`src/rtl/ps2_pkg.sv`:
```
// Shared PS/2 definitions used by the host transmit and keyboard receive paths.
package ps2_pkg;

  // Transmit controller states.
  typedef enum logic [2:0] {
    ST_IDLE    = 3'd0,
    ST_INHIBIT = 3'd1,
    ST_REQ     = 3'd2,
    ST_ACK     = 3'd3,
    ST_DONE    = 3'd4
  } ps2_state_e;

  // Line levels of the fixed frame bits.
  localparam logic START_BIT = 1'b0;
  localparam logic STOP_BIT  = 1'b1;
  localparam logic ACK_BIT   = 1'b0;

  // Frame geometry: data bits, and device clock edges in a full host frame.
  localparam int DATA_BITS = 8;
  localparam int DEV_EDGES = 11;
  // Device edge on which the host drives its last bit (stop).
  localparam int STOP_EDGE = DATA_BITS + 2;

  // Odd parity: the parity bit makes the total count of ones odd.
  function automatic logic odd_parity(input logic [DATA_BITS-1:0] data);
    return ~^data;
  endfunction

endpackage

```
`src/rtl/ps2_timer.sv`:
```
// Loadable down-counter with zero flag; stops at zero until reloaded.
module ps2_timer #(
  parameter int WIDTH = 8
) (
  input  logic             clk,
  input  logic             i_sclr_n,
  input  logic             i_load,
  input  logic [WIDTH-1:0] i_load_val,
  input  logic             i_dec,
  output logic             o_zero
);

  logic [WIDTH-1:0] cnt_q;
  logic [WIDTH-1:0] cnt_d;

  assign o_zero = (cnt_q == {WIDTH{1'b0}});

  // Next count: load has priority over decrement; hold at zero.
  always_comb begin
    cnt_d = cnt_q;
    if (i_load) begin
      cnt_d = i_load_val;
    end else if (i_dec && !o_zero) begin
      cnt_d = cnt_q - {{(WIDTH-1){1'b0}}, 1'b1};
    end else begin
      cnt_d = cnt_q;
    end
  end

  // Counter register with synchronous clear.
  always_ff @(posedge clk) begin
    if (!i_sclr_n) begin
      cnt_q <= {WIDTH{1'b0}};
    end else begin
      cnt_q <= cnt_d;
    end
  end

endmodule

```
`src/rtl/ps2_send.sv`:
```
// Host-to-device PS/2 transmitter: inhibits the bus, requests to send, shifts
// out one byte on device clock edges and reports the device acknowledge.
module ps2_send
  import ps2_pkg::*;
#(
  parameter int INHIBIT_CYCLES = 5000,
  parameter int TIMEOUT_CYCLES = 750000
) (
  input  logic       clk,
  input  logic       i_sclr_n,
  input  logic       i_en,
  input  logic       i_dat,
  input  logic       i_byte_en,
  input  logic [7:0] i_byte,
  output logic       o_clk_oe,
  output logic       o_dat_oe,
  output logic       o_busy,
  output logic       o_done,
  output logic       o_err
);

  localparam int IW = $clog2(INHIBIT_CYCLES);
  localparam int TW = $clog2(TIMEOUT_CYCLES);
  localparam logic [IW-1:0] INH_LOAD = IW'(INHIBIT_CYCLES - 1);
  localparam logic [TW-1:0] TO_LOAD  = TW'(TIMEOUT_CYCLES - 1);

  ps2_state_e state_q, state_d;
  // Remaining line levels, LSB first: data, parity, then stop fill.
  logic [DATA_BITS+1:0] sh_q, sh_d;
  logic [3:0] idx_q, idx_d;
  logic clk_oe_q, clk_oe_d;
  logic dat_oe_q, dat_oe_d;
  logic busy_q, busy_d;
  logic done_q, done_d;
  logic err_q, err_d;

  logic inh_load, inh_dec, inh_zero;
  logic to_load, to_dec, to_zero;

  ps2_timer #(.WIDTH(IW)) u_inh_timer (
    .clk        (clk),
    .i_sclr_n   (i_sclr_n),
    .i_load     (inh_load),
    .i_load_val (INH_LOAD),
    .i_dec      (inh_dec),
    .o_zero     (inh_zero)
  );

  ps2_timer #(.WIDTH(TW)) u_to_timer (
    .clk        (clk),
    .i_sclr_n   (i_sclr_n),
    .i_load     (to_load),
    .i_load_val (TO_LOAD),
    .i_dec      (to_dec),
    .o_zero     (to_zero)
  );

  // Next-state, timer control and next output values.
  always_comb begin
    state_d  = state_q;
    sh_d     = sh_q;
    idx_d    = idx_q;
    clk_oe_d = clk_oe_q;
    dat_oe_d = dat_oe_q;
    done_d   = 1'b0;
    err_d    = 1'b0;
    inh_load = 1'b0;
    inh_dec  = 1'b0;
    to_load  = 1'b0;
    to_dec   = 1'b0;
    case (state_q)
      ST_IDLE: begin
        clk_oe_d = 1'b0;
        dat_oe_d = 1'b0;
        if (i_byte_en) begin
          sh_d     = {STOP_BIT, odd_parity(i_byte), i_byte};
          idx_d    = 4'd0;
          inh_load = 1'b1;
          clk_oe_d = 1'b1;
          state_d  = ST_INHIBIT;
        end else begin
          state_d = ST_IDLE;
        end
      end
      ST_INHIBIT: begin
        if (inh_zero) begin
          // Release clock and pull data low in the same update.
          clk_oe_d = 1'b0;
          dat_oe_d = ~START_BIT;
          to_load  = 1'b1;
          state_d  = ST_REQ;
        end else begin
          inh_dec = 1'b1;
        end
      end
      ST_REQ: begin
        if (i_en) begin
          to_load  = 1'b1;
          dat_oe_d = ~sh_q[0];
          sh_d     = {STOP_BIT, sh_q[DATA_BITS+1:1]};
          idx_d    = idx_q + 4'd1;
          if (idx_d == 4'(STOP_EDGE)) begin
            state_d = ST_ACK;
          end else begin
            state_d = ST_REQ;
          end
        end else if (to_zero) begin
          clk_oe_d = 1'b0;
          dat_oe_d = 1'b0;
          done_d   = 1'b1;
          err_d    = 1'b1;
          state_d  = ST_IDLE;
        end else begin
          to_dec = 1'b1;
        end
      end
      ST_ACK: begin
        if (i_en) begin
          dat_oe_d = 1'b0;
          done_d   = 1'b1;
          err_d    = (i_dat != ACK_BIT);
          state_d  = ST_DONE;
        end else if (to_zero) begin
          clk_oe_d = 1'b0;
          dat_oe_d = 1'b0;
          done_d   = 1'b1;
          err_d    = 1'b1;
          state_d  = ST_IDLE;
        end else begin
          to_dec = 1'b1;
        end
      end
      ST_DONE: begin
        clk_oe_d = 1'b0;
        dat_oe_d = 1'b0;
        state_d  = ST_IDLE;
      end
      default: begin
        clk_oe_d = 1'b0;
        dat_oe_d = 1'b0;
        state_d  = ST_IDLE;
      end
    endcase
    busy_d = (state_d != ST_IDLE);
  end

  // State and registered outputs with synchronous clear.
  always_ff @(posedge clk) begin
    if (!i_sclr_n) begin
      state_q  <= ST_IDLE;
      sh_q     <= {(DATA_BITS+2){1'b0}};
      idx_q    <= 4'd0;
      clk_oe_q <= 1'b0;
      dat_oe_q <= 1'b0;
      busy_q   <= 1'b0;
      done_q   <= 1'b0;
      err_q    <= 1'b0;
    end else begin
      state_q  <= state_d;
      sh_q     <= sh_d;
      idx_q    <= idx_d;
      clk_oe_q <= clk_oe_d;
      dat_oe_q <= dat_oe_d;
      busy_q   <= busy_d;
      done_q   <= done_d;
      err_q    <= err_d;
    end
  end

  assign o_clk_oe = clk_oe_q;
  assign o_dat_oe = dat_oe_q;
  assign o_busy   = busy_q;
  assign o_done   = done_q;
  assign o_err    = err_q;

endmodule

```
`config.mk`:
```
export PLATFORM = sky130hd
export DESIGN_NAME = ps2_send
export DESIGN_NICKNAME = d
export VERILOG_FILES = /design/src/rtl/ps2_pkg.sv /design/src/rtl/ps2_timer.sv /design/src/rtl/ps2_send.sv
export SDC_FILE = /design/constraint.sdc
export NUM_CORES = 1
export LEC_CHECK = 0
export CAP_MARGIN = 20
export CORE_ASPECT_RATIO = 1.2
export CORE_MARGIN = 2
export CORE_UTILIZATION = 50
export CTS_BUF_LIST = sky130_fd_sc_hd__clkbuf_4
export DETAILED_ROUTE_END_ITERATION = 16
export DONT_BUFFER_PORTS = 1
export PLACE_DENSITY = 0.73
export REMOVE_ABC_BUFFERS = 1
export SKIP_LAST_GASP = 1
export SLEW_MARGIN = 20
export SYNTH_ARGS = -nofsm -noshare
export SYNTH_HDL_FRONTEND = slang
export SYNTH_HIERARCHICAL = 1
export SYNTH_SLANG_ARGS = --single-unit
```
`constraint.sdc`:
```
create_clock -name clk -period 7.9 [get_ports clk]
set_input_delay 1.975 -clock clk [delete_from_list [all_inputs] [get_ports clk]]
set_output_delay 1.975 -clock clk [all_outputs]
set_load 0.02 [all_outputs]
```
; Word level (Yosys, flattened, before mapping)
; Cells that the tools add are included.
[word_totals]
inputBits = 13
register_bits = 55
[classes]
n_mux = 42
eq_ne = 9
reduce_logical = 17
bitwise = 2
add_sub_neg = 3
[op_table]
columns = operator, n
row1 = $mux 20, 2
row2 = $mux 13, 2
row3 = $mux 1, 22
row4 = $logic_not 20->1, 1
row5 = $mux 10, 2
row6 = $pmux 10 s2, 1
row7 = $sub 20x1->20 const B, 1
row8 = $logic_not 13->1, 1
row9 = $sub 13x1->13 const B, 1
row10 = $mux 3, 4
row11 = $pmux 3 s4, 1
row12 = $mux 4, 2
row13 = $pmux 4 s2, 1
row14 = $reduce_xnor 8->1, 1
row15 = $eq 3x2->1 const B, 2
row16 = $ne 2x2->1 const B, 3
row17 = $pmux 1 s2, 3
row18 = $pmux 1 s3, 2
row19 = $reduce_and 3->1, 2
row20 = $reduce_bool 2->1, 3
row21 = $reduce_or 2->1, 3
row22 = $add 4x1->4 const B, 1
row23 = $eq 4x4->1 const B, 1
row24 = $ne 2x1->1 const B, 2
row25 = 6 further kinds, 9

; Depth between registers and ports, before layout
[logic_depth]
depth_word = 7
depth_mapped = 13
depth_no_buf = 11

; Cells and area by module
; The synthesis kept the hierarchy.
[modules_own_cells]
columns = module, seq_area_each_um2, area_per_inst_um2, cells_per_inst, n_inst
row1 = ps2_timer at u_to_timer, 400.4, 1237.4, 151, 1
row2 = ps2_send, 440.4, 1204.9, 127, 1
row3 = ps2_timer at u_inh_timer, 260.2, 857.1, 102, 1

; Least setup slack after synthesis
; OpenSTA, ideal clock, no wires.
[synth_path]
kind = in2reg
from = input i_en
to = register u_to_timer.cnt_q[10]
path_slack_ns = 4.004
path_buffers = 2
stages = 8
t_required_ns = 7.826
t_arrival_ns = 3.822
cell_sequence = nor4b_1 buf_4 nand2_1 or3_1 buf_2 a211o_1 or3_1 a31oi_1
[synth_via]
elab_chain_cells = 3
[synth_rtl]
columns = element, line_no
row1 = from (decl), ps2_send.sv:11  ; input logic i_en,
row2 = $mux 1 (on tied branches), "ps2_send.sv:97, ps2_send.sv:118"
row3 = $pmux 1 s2 / $mux 1 (equally long branches), --
row4 = $reduce_or 2->1 (no line) / $logic_and 1x1->1 (equally long branches), --
row5 = to (signal assigned), ps2_timer.sv:33  ; cnt_q <= {WIDTH{1'b0}};
row6 = to (signal assigned), ps2_timer.sv:35  ; cnt_q <= cnt_d;
row7 = to (decl), ps2_timer.sv:13  ; logic [WIDTH-1:0] cnt_q;
; Several ways; a longest one is shown, not always the timed one.
; A chain may end at the register's enable or synchronous reset.

; Worst setup path in the final report
[layout_path]
from = register u_inh_timer.cnt_q[0]
to = register u_to_timer.cnt_q[13]
[layout_via]
elab_chain_cells = 4
[layout_rtl]
columns = element, line_no
row1 = from (decl), ps2_timer.sv:13
row2 = from (signal assigned), ps2_timer.sv:33
row3 = from (signal assigned), ps2_timer.sv:35
row4 = $logic_not 13->1 (*), ps2_timer.sv:16  ; assign o_zero = (cnt_q == {WIDTH{1'b0}});
row5 = via inh_zero, ps2_send.sv:37  ; logic inh_load, inh_dec, inh_zero;
row6 = $mux 1 (*), ps2_send.sv:86  ; if (inh_zero) begin
row7 = $pmux 1 s2 (*), ps2_send.sv:71  ; case (state_q)
row8 = via to_load, ps2_send.sv:38  ; logic to_load, to_dec, to_zero;
row9 = $mux 20 / $reduce_bool 2->1 (equally long branches), --
; The timed path passes the listed nets; every way through them passes the cells marked *.

==> impl_metrics.env <==
export IMPL_fillers=620
export IMPL_critPathCapture="u_to_timer/cnt_q[13]"
export IMPL_cts_resized_gates=0
export IMPL_max_freq_mhz=262.4
export IMPL_cts_root_buf="clkbuf_4"
export IMPL_pwr_share_seq=0.523
export IMPL_clock_insertion_delay_worst_skew_ns=0.40
export IMPL_post_cts_setup_buffer_count=0
export IMPL_setup_worst_path_end_class="register"
export IMPL_setup_viol_count_final=0
export IMPL_fp_row_count=32
export IMPL_dieArea_mm2=0.007267
export IMPL_synthesis_instances=380
export IMPL_post_synth_instance_area_mm2=0.003299
export IMPL_tns_ns=0
export IMPL_wire_length_of_the_first_global_routing_pass_um=11520
export IMPL_cell_with_the_most_instances_after_synthesis="dfxtp_1"
export IMPL_routedWlPerCell_um=13.22
export IMPL_number_of_input_and_output_port_buffers_inserted=0
export IMPL_first_global_vias=2631
export IMPL_drv_cap=0
export IMPL_fin_nets=414
export IMPL_floorplan_die_width_um=78.16
export IMPL_die_height_um=92.99
export IMPL_place_detailed_hpwl_um=4396
export IMPL_area_delta_synth_final_pct=4.626
export IMPL_cts_max_path_buffers=2
export IMPL_tritoncts_num_buffers=5
export IMPL_ir_drop_mv=0.1081
export IMPL_yosys_warnings=6
export IMPL_antenna_found_initial=0
export IMPL_remaining_drc_errors=0
export IMPL_intPower_uw=401.2
export IMPL_postSynthRegisterBits=55
export IMPL_power_uw=617.7
export IMPL_clk_transition_reported_paths_ns=0.18
export IMPL_routabilityCongestion=0.8052
export IMPL_power_clock_fraction=0.223
export IMPL_grt_use_total=0.1933
export IMPL_timing_reg2reg_setup_slack_ns=4.09
export IMPL_arrival_ns=4.13
export IMPL_hold_bufs_at_cts=0
export IMPL_wl_final_um=6358
export IMPL_power_per_cell_area_mw_per_mm2=178.9
export IMPL_outcome="complete, no violations"
export IMPL_htree_num_levels=2
export IMPL_switchingPower_uw=216.6
export IMPL_cts_sinks=55
export IMPL_synth_lib_cells_used_distinct=65
export IMPL_initialDrtViolationCount=141
export IMPL_antenna_violating_nets_remaining=0
export IMPL_critical_path_maximum_fanout=36
export IMPL_ios=18
export IMPL_synth_commonest_cells="dfxtp_1, o21ai_0, a21oi_1"
export IMPL_dominant_cells_by_area_after_synthesis="dfxtp_1, xnor2_1, o21ai_0, a21oi_1, mux2i_1"
export IMPL_slew_violations=0
export IMPL_core_area_mm2=0.006406
export IMPL_async_reset_ff_frac=0
export IMPL_timing_hold_violations_final=0
export IMPL_timing_final_crit_share=0.4824
export IMPL_vias=2667
export IMPL_drt_pre_antenna_iters=4
export IMPL_ff2ff_path_depth=9
export IMPL_synth_top_cell_by_area="dfxtp_1"
export IMPL_grt_start_max_net_pins=56
export IMPL_critical_path_startpoint="u_inh_timer/cnt_q[0]"
export IMPL_timing_setup_critical_path_class="reg -> reg"
export IMPL_synth_area_per_cell_um2=8.683
export IMPL_power_leakage_uw=0.001336
export IMPL_final_setup_skew_ns=0.01845
export IMPL_synthDominantCellAreaShare=0.3337
export IMPL_synth_main_ff_cell="dfxtp_1"
export IMPL_finalWorstPathRequiredPeriod_ns=3.811
export IMPL_synth_sequential_area_ratio=0.3337
export IMPL_p_sw_frac=0.3506
export IMPL_per_cell_via_count_in_the_routed_design=5.545
export IMPL_total_overflow_reported_by_the_global_router=0
export IMPL_worst_slew_pin_transition_ns=0.8335
export IMPL_edff_count_synth=0
export IMPL_min_delay_path_class="reg -> reg"
export IMPL_cp_start_kind="register"
export IMPL_antenna_cells=0
export IMPL_reg2reg_from="u_inh_timer/cnt_q[0]"
export IMPL_final_layout_size_suffix_gt1_frac=0.07576
export IMPL_combPwrFrac=0.255
export IMPL_cts_tree="built"
export IMPL_timing_slew_headroom=0.4365
export IMPL_worstPathRequired_ns=8.22
export IMPL_critical_path_reg2reg_endpoint="u_to_timer/cnt_q[13]"
export IMPL_unrepaired_setup_endpoints_after_global_routing="false"
export IMPL_start_util=0.5150
-- kinds of logic after synthesis --
family,after synthesis,synth area share
compound gates,115,0.2279
simple gates,128,0.2484
other cells,2,0.002276
xor+xnor,28,0.07433
buf+inv,35,0.05688
fa+ha+maj,6,0.02275
mux,11,0.03375
flops,55,0.3337
-- registers in the layout, summed over array words and instances, names as in the netlist --
| register | cells |
|---|---|
| sh_q | 10 |
| o_dat_oe | 1 |
| o_busy | 1 |
| state_q | 3 |
| u_inh_timer/cnt_q | 13 |
| idx_q | 4 |
| o_clk_oe | 1 |
| u_to_timer/cnt_q | 20 |
| o_done | 1 |
| o_err | 1 |
-- layout make-up --
class                           count  area [um^2]  share of cell area
Tap cell                           85        106.4             0.03081
Sequential cell                    55         1101              0.3190
Timing Repair Buffer                2        15.01            0.004349
Multi-Input combinational cell    321         2127              0.6162
Clock buffer                        5        37.54             0.01087
Clock inverter                      3        27.53            0.007974
Inverter                           10        37.54             0.01087
-- how the worst min path moves through the flow --
stage / slack (ns) / startpoint / cells past startpoint / to
after floorplan: 0.44 / sh_q[9] / 1 / sh_q[9]
after global placement: 0.45 / sh_q[9] / 1 / sh_q[9]
after CTS: 0.52 / sh_q[9] / 1 / sh_q[9]
final: 0.51 / sh_q[9] / 1 / sh_q[9]
after global routing: 0.54 / sh_q[6] / 1 / sh_q[6]
after detailed placement: 0.48 / sh_q[9] / 1 / sh_q[9]
-- layout by cell type (no fill, tap or decap), types with 2 or more instances in the layout --
cell type   n
inv_1       9
nand3b_1    3
clkbuf_4    5
a211oi_1    4
a31oi_1     6
and2_1      4
a21oi_1    28
nor2b_1     3
conb_1     33
o211a_1     9
buf_4       2
a211oi_2    3
a211o_1     2
or4_4       2
nor4_1      8
dfxtp_1    55
nor4_2      2
o21ai_0    42
o31ai_1     4
or2_2       2
or3_1       9
nand3_1    11
nand4bb_1   2
nand2_1    21
or4b_1      3
nor3_1     11
ha_1        6
nand4_1     4
o21ai_1     2
o31a_1      2
xnor2_1    27
nor4b_1     6
nor3b_1     2
and3_1      3
nand2b_1    6
or4_1       3
o21a_1      3
mux2i_1    10
nor2_1     13
-- stage by stage --
| stage | util | cell area, um^2 | hold WS, ns | instances | setup WS [ns] |
|---|---|---|---|---|---|
| final | 0.5389 | 3452 | 0.5102 | 481 | 4.089 |
| after global routing | 0.5389 | 3452 | 0.5398 | 481 | 3.584 |
| after CTS | 0.5389 | 3452 | 0.5186 | 481 | 4.089 |
| after detailed placement | 0.5287 | 3387 | 0.4829 | 473 | 3.815 |
| after global placement | 0.5287 | 3387 | 0.4522 | 473 | 3.919 |
| after floorplan | - | 3266 | 0.4401 | 386 | 3.647 |
-- per-layer routing --
metal	vias up	share of wire	routed length, um	GRT usage
met3	9	0.030	188	0.03861
met4	0	0.016	100	0.06579
met2	32	0.49	3109	0.3412
met5	-	0	0	0
met1	1223	0.47	2959	0.2338
li1	1403	-	-	-
-- worst max-delay path, cell delays in order, from the launching register on --
cell and delay (ns):
dfxtp_1 0.37, inv_1 0.13, ha_1 0.17, or4b_1 0.56, nor3_2 0.34, nand3b_1 0.20
a21oi_1 0.48, clkinv_1 0.82, and4_1 0.48, a211oi_2 0.17
-- power by group through the flow --
| stage | clock, uW | sequential (uW) | combinational [uW] |
|---|---|---|---|
| 6_report | 138 | 323 | 157 |
| 5_1_grt | 153 | 327 | 177 |
| 4_1_cts | 141 | 322 | 156 |
| 3_5_place_dp | 0 | 329 | 155 |
| 3_3_place_gp | 0 | 327 | 152 |
| 2_1_floorplan | 0 | 323 | 129 |
(Power assumes the default switching activity.)
